<file path="config.mk">
export PLATFORM = sky130hd
export DESIGN_NAME = sub_64
export DESIGN_NICKNAME = d
export VERILOG_FILES = /design/src/rtl/sub_64.sv
export SDC_FILE = /design/constraint.sdc
export NUM_CORES = 1
export LEC_CHECK = 0
export CORE_ASPECT_RATIO = 0.9
export CORE_UTILIZATION = 40
export DETAILED_ROUTE_END_ITERATION = 12
export PLACE_DENSITY_LB_ADDON = 0.08
export SLEW_MARGIN = 20
export SYNTH_ARGS = -nofsm -noshare
export SYNTH_HDL_FRONTEND = slang
export SYNTH_SLANG_ARGS = --single-unit
</file>
<file path="constraint.sdc">
create_clock -name clk -period 69.7 [get_ports clk]
set_input_delay 13.94 -clock clk [delete_from_list [all_inputs] [get_ports clk]]
set_output_delay 13.94 -clock clk [all_outputs]
set_load 0.01 [all_outputs]
</file>
<file path="src/rtl/sub_64.sv">
// Registered 64-bit two's-complement subtractor with signed-overflow flag.
// Optional unsigned borrow output enabled by defining SUB_64_BORROW_EN.
module sub_64 (
  input  logic        clk,
  input  logic        rst,
  input  logic [63:0] a,
  input  logic [63:0] b,
  output logic [63:0] ans,
  output logic        overflow
`ifdef SUB_64_BORROW_EN
  ,
  output logic        borrow
`endif
);

  localparam int unsigned W = 64;

  logic [W-1:0] nb;
  logic [W-1:0] sum;
  logic [W:0]   carry;
  logic         ovf;

  // Ripple chain of full-adder slices computing a + ~b + 1
  always_comb begin
    nb       = ~b;
    sum      = '0;
    carry    = '0;
    carry[0] = 1'b1;
    for (int unsigned i = 0; i < W; i++) begin
      sum[i]     = a[i] ^ nb[i] ^ carry[i];
      carry[i+1] = (a[i] & nb[i]) | (carry[i] & (a[i] ^ nb[i]));
    end
    ovf = carry[W-1] ^ carry[W];
  end

  always_ff @(posedge clk) begin
    if (rst) begin
      ans      <= '0;
      overflow <= 1'b0;
    end else begin
      ans      <= sum;
      overflow <= ovf;
    end
  end

`ifdef SUB_64_BORROW_EN
  // Borrow is the inverted carry-out: set when unsigned a < unsigned b
  always_ff @(posedge clk) begin
    if (rst) begin
      borrow <= 1'b0;
    end else begin
      borrow <= ~carry[W];
    end
  end
`endif

endmodule

</file>
==> results of run 1 <==
worst max-delay path: cells and delay by family:
family,cells,cell delay (ns)
xor+xnor,1,0.16
buf+inv,4,0.66
fa+ha+maj,64,24.95
simple gates,1,0.05
stage by stage:
step	setup WS [ns]	power [mW]	hold WS, ns
finish	30.14	0.1065	14.09
global placement	30.13	0.07639	14.60
detailed placement	29.70	0.07748	14.60
floorplan	31.44	0.05701	14.12
global route	29.29	0.1136	14.12
CTS	30.01	0.1079	14.24
cell families after synthesis:
| kind of cell | Yosys count |
|---|---|
| AND/OR/NAND/NOR | 65 |
| buffers and inverters | 73 |
| XOR/XNOR | 1 |
| adder cells (fa/ha/maj) | 64 |
| flip-flops | 65 |
power groups by stage:
stage          combinational, mW  clock (mW)  sequential [mW]
2_1_floorplan             0.0102           0           0.0468
3_3_place_gp              0.0324           0           0.0440
3_5_place_dp              0.0333           0           0.0442
4_1_cts                   0.0335      0.0311           0.0434
5_1_grt                   0.0370      0.0329           0.0437
6_report                  0.0329      0.0303           0.0433
metal layers:
metal  wire length, um  up-vias  GRT usage  part of all wire
met1              2591     1119     0.2106              0.35
met3               787       17    0.07535              0.11
li1                  -     1131          -                 -
met5                 0        -          0                 0
met2              3742      116     0.3234              0.51
met4               214        0    0.09091             0.029
path summary, 6_finish.rpt:
check / start / endpoint / depth (start not counted)
hold / removal: rst / ans[5]$_SDFF_PP0_ / 2
setup / recovery: a[0] / overflow$_SDFF_PP0_ / 70
final cells by class:
cell class | instances | area (um2)
multi-input cells | 130 | 1529
fillers | 578 | 2252
repair buffers | 194 | 1939
flip-flops and latches | 65 | 1301
well taps | 96 | 120.1
clock buffers | 14 | 182.7
inverters | 66 | 247.7
clock inverters | 2 | 10.01
sequential cells by signal (all words and copies together), names as in the netlist:
signal	cells
overflow	1
ans	64
synthesized netlist by cell type:
library cell / n / area (um2)
buf_2: 1 / 5.000
buf_4: 1 / 7.510
buf_6: 5 / 56.30
dfxtp_1: 65 / 1301
fa_1: 63 / 1261
ha_1: 1 / 12.51
inv_1: 66 / 247.7
nor2_1: 64 / 240.2
nor2b_1: 1 / 6.260
xnor2_1: 1 / 8.760
==> impl_results.md, run 1 <==
* Status: complete, no violations
* Clock transition at path regs at 0.07 ns
* Most common cell type on the critical path: fa_1
* Iter 0 DRT Violations at 38
* Worst Tran Pin Value at 0.6614 ns
* Largest net degree at the start of global routing at 66
* Seq cells post-synth at 65
* Commonest non-fill, non-tap cell in the layout: clkdlybuf4s50_1
* Static leakage at 2.338 nW
* Mapped cell area at ~3100 um2
* Clock Tree Buf Depth at 2
* Slew HR at 0.5591
* Worst setup SP type: input pin
* Arrival time worst endpoint at 39.76 ns
* Final instance area at between 5000 and 6000 um2
* Max cap viols at 0
* Ant diodes at 0
* Post-Syn Instances at 268
* Synth Area in Compound Gates at 0
* Max Freq at 25.28 MHz
* Slew Viols, Final at 0
* Clock power share at 0.285
* Final Wtd Congestion at 0.7689
* Vias per inst at 4.203
* Num ports at 195
* WL/cell at 12.94 um
* DP HPWL at between 6 and 7 mm
* Vias in the first global route at 2529
* Final Critical Period at 39.56 ns
* Port-buffer cells at around 190
* CTS tree: done
* Most frequent cells in the layout: clkdlybuf4s50_1, inv_1, dfxtp_1, nor2_1, fa_1
* Total GRT Usage at 0.1917
* H-tree levels at 3
* Share of layout cells above drive strength 1 at 0.03397
* Worst EP required at 69.90 ns
* Switch share at 0.2599
* Post-Place Cells at ~550
* First drt pass iteration count at 4
* Row count at 30
* TritonCTS buffer count at 9
* Final core occ at 0.7030
* Core ar. at between 7000 and 8000 um2
* Power per cell area at about 20 nW/um2
* Final setup vio count at 0
* Hold WC Path Type: in2reg
* Hold buffers post-CTS at 0
* Synth Area in Simple Gates at 0.07833
* Area grow syn2layout at 69.38%
* # Post-CTS Setup Buffers at 0
* DRC viols at 0
* Worst IR Drop VDD at 0.009302 mV
* Multiplexer area fraction after synthesis at 0
* PostCTS Resize Cnt at 0
* ANT nets after route at 0
* Sequential share of power at 0.407
* CTS root buffer: clkbuf_8
* Congestion Overflow GR at 0
* Die Ht at 86.15 um
* Critical path capture point type: register
* DIE AREA at just over 8000 um2
* Setup tns final at 0 ns
* Post-synthesis adder-cell area fraction at 0.4048
* Die W at 95.50 um
* CP Max Fanout at 2
* Synthesized Nets at 462
* Final hold violation count at 0
* Starting Density at 0.4150
* Final WL at 7.336 mm
* Final non-filler cell total at 567
* Fin crit share at 0.5676
* Sw Pwr at between 20 and 30 uW
* Xor-xnor portion of the synthesized cell area at 0.002783
* Initial antenna violation count at 0
* Comb power frac at 0.309
* CP Class: in2reg
* Clock sink count at 65
* Synth warn at 0
* Sequential fraction of the synthesis area at 0.4135
* Main combinational cell family by area after synthesis: adder cells
* CP max stage delay at 0.46 ns
* Placed cell areas at 5135 um2
* Unrepaired setup endpoints after global routing: no
* Critical path's slowest cell: clkdlybuf4s50_1
* Int Power at 78.79 uW
* Avg Cell Area, Syn at 11.74 um2
* Fin nets at 660
* Synth cell types at 10
* Global-route wire length before repair at 11.61 mm
* Via count at 2383
Note: power is estimated with default switching activity, not from simulation.
==> run 2: changes to the inputs <==
--- a/config.mk
+++ b/config.mk
@@ -6,7 +6,7 @@
 export NUM_CORES = 1
 export LEC_CHECK = 0
 export CORE_ASPECT_RATIO = 0.9
-export CORE_UTILIZATION = 40
+export CORE_UTILIZATION = 37
 export DETAILED_ROUTE_END_ITERATION = 12
 export PLACE_DENSITY_LB_ADDON = 0.08
 export SLEW_MARGIN = 20
==> constraint.sdc (replaced) <==
create_clock -name clk -period 38.3 [get_ports clk]
set_input_delay 7.66 -clock clk [delete_from_list [all_inputs] [get_ports clk]]
set_output_delay 7.66 -clock clk [all_outputs]
set_load 0.01 [all_outputs]
==> impl_results.md, run 2 (synthesis results as in run 1) <==
* Sequential share of power at 0.421 (+0.014)
* Worst hold margin at 7.830 ns (-6.261 ns)
* Slew HR at 0.5595 (about the same)
* Largest Register: ans
* Sw Pwr at 49.45 uW (+79%)
* Die W at 99.21 um (+3.9%)
* Wl on met1 at 2.634 mm (+1.7%)
* Top Registers: ans (64), overflow (1)
* Final setup vio count at 0 (unchanged)
* Port-buffer cells at 194 (unchanged)
* Final Wtd Congestion at 0.7289 (-5.2%)
* Initial antenna violation count at 0 (unchanged)
* Worst setup SP type: input pin
* Clock transition at path regs at 0.07 ns (about the same)
* Core ar. at 8145 um2 (+7.4%)
* Int Power at 137.2 uW (+74%)
* Switch share at 0.2649 (+0.005022)
* First drt pass iteration count at 4 (unchanged)
* Die Ht at 89.49 um (+3.9%)
* Vias per inst at 4.144 (-1.4%)
* TritonCTS buffer count at 9 (unchanged)
* Power per cell area at 35.21 nW/um2 (+76%)
* Layout filler cell count at 675 (+17%)
* CP max stage delay at 0.45 ns (about the same)
* Fin crit share at 0.8652
* Critical path capture point type: register
* Clock Tree Buf Depth at 2 (unchanged)
* Total GRT Usage at 0.1723 (-0.01941)
* Global-route wire length before repair at 11.45 mm (-1.4%)
* Vias in the first global route at 2494 (-1.4%)
* Row count at 31 (+3.3%)
* ANT nets after route at 0 (unchanged)
* Final worst slack at 5.162 ns (-24.97 ns)
* Share of layout cells above drive strength 1 at 0.03191 (-0.002055)
* Pwr Total at 186.7 uW (+75%)
* Final WL at 7.141 mm (-2.7%)
* Max FFs per register at 64 (unchanged)
* Register area at 1301 um2 (unchanged)
* Ant diodes at 0 (unchanged)
* Final non-filler cell total at 569 (+0.35%)
* Via count at 2358 (-1.0%)
* Num ports at 195 (unchanged)
* Max Freq at 30.18 MHz
* Slew Viols, Final at 0 (unchanged)
* Critical Path Source: a[0]
* Critical path's slowest cell: clkdlybuf4s50_1
* # Post-CTS Setup Buffers at 0 (unchanged)
* Placement Setup Slack at 4.737 ns (-24.96 ns)
* Most frequent cells in the layout: clkdlybuf4s50_1, inv_1, dfxtp_1, nor2_1, fa_1
* Largest net degree at the start of global routing at 66 (unchanged)
* Area grow syn2layout at 68.51%
* DR top layer: met4
* Congestion Overflow GR at 0 (unchanged)
* Worst IR Drop VDD at 0.01409 mV (+51%)
* Worst EP required at 38.48 ns (-31.42 ns)
* Clock power share at 0.261 (-0.024)
* Iter 0 DRT Violations at 49 (+29%)
* DP HPWL at 5.992 mm (-2.1%)
* Hold buffers post-CTS at 0 (unchanged)
* Comb power frac at 0.317 (+0.008)
* Worst setup path endpoint: overflow$_SDFF_PP0_
* Status: complete, no violations
* CP Class: in2reg
* Met3 WL at 650 um (-17%)
* Static leakage at 2.324 nW (-0.59%)
* PostCTS Resize Cnt at 0 (unchanged)
* CTS tree: done
* Worst Tran Pin Value at 0.6607 ns (-0.0006723 ns)
* Final Critical Period at approximately 33 ns
* Post-Place Cells at 554 (+0.54%)
* Setup tns final at 0 ns (unchanged)
* Most common cell type on the critical path: fa_1
* DRC viols at 0 (unchanged)
* Commonest non-fill, non-tap cell in the layout: clkdlybuf4s50_1
* Unrepaired setup endpoints after global routing: no
* Hold WC Path Type: in2reg
* CTS root buffer: clkbuf_8
* Starting Density at 0.3863 (-0.02869)
* H-tree levels at 3 (unchanged)
* DIE AREA at 8878 um2 (+7.9%)
* Clock sink count at 65 (unchanged)
* Multi-input gate area at 1529 um2 (unchanged)
* CP Max Fanout at 2 (unchanged)
* Max cap viols at 0 (unchanged)
* WL/cell at 12.55 um (-3.0%)
* WL met2 at 3.745 mm (about the same)
* Arrival time worst endpoint at 33.32 ns (-6.44 ns)
* Fin nets at 660 (unchanged)
* Final hold violation count at 0 (unchanged)
[run 2: how the worst min path moves through the flow]
stage,cells past startpoint,endpoint,startpoint,slack (ns)
floorplan,2,ans[0]$_SDFF_PP0_,b[0],7.84
global placement,4,ans[0]$_SDFF_PP0_,a[0],8.33
detailed placement,4,ans[0]$_SDFF_PP0_,a[0],8.32
CTS,4,ans[0]$_SDFF_PP0_,a[0],7.97
global route,2,ans[1]$_SDFF_PP0_,rst,7.85
finish,2,ans[2]$_SDFF_PP0_,rst,7.83
[run 2: power groups by stage]
| stage | clock [mW] | combinational, mW | sequential (mW) |
|---|---|---|---|
| floorplan | 0 | 0.0185 | 0.0852 |
| global placement | 0 | 0.0591 | 0.0800 |
| detailed placement | 0 | 0.0601 | 0.0803 |
| CTS | 0.0506 | 0.0605 | 0.0788 |
| global route | 0.0537 | 0.0660 | 0.0795 |
| finish | 0.0488 | 0.0593 | 0.0787 |
[run 2: per-layer routing]
metal | vias to the layer above | track usage
met2 | 104 | 0.3157
met3 | 9 | 0.06411
met5 | - | 0
met4 | 0 | 0.07086
met1 | 1115 | 0.1816
li1 | 1130 | -
[run 2: area by class of cell]
type	instances	share of cell area
repair buffers	194	0.3657
multi-input cells	130	0.2883
flip-flops and latches	65	0.2454
inverters	66	0.04672
clock buffers	11	0.02666
well taps	99	0.02336
clock inverters	4	0.003775
[run 2: metrics by stage]
| stage | cell area (um2) | utilization |
|---|---|---|
| 2_1_floorplan | 3147 | - |
| 3_3_place_gp | 5139 | 0.6309 |
| 3_5_place_dp | 5139 | 0.6309 |
| 4_1_cts | 5300 | 0.6507 |
| 5_1_grt | 5303 | 0.6510 |
| 6_report | 5303 | 0.6510 |
[run 2: critical path, delay by kind of cell]
family | cells | cell delay [ns]
xor+xnor | 1 | 0.16
buf+inv | 4 | 0.63
fa+ha+maj | 64 | 24.79
simple gates | 1 | 0.05
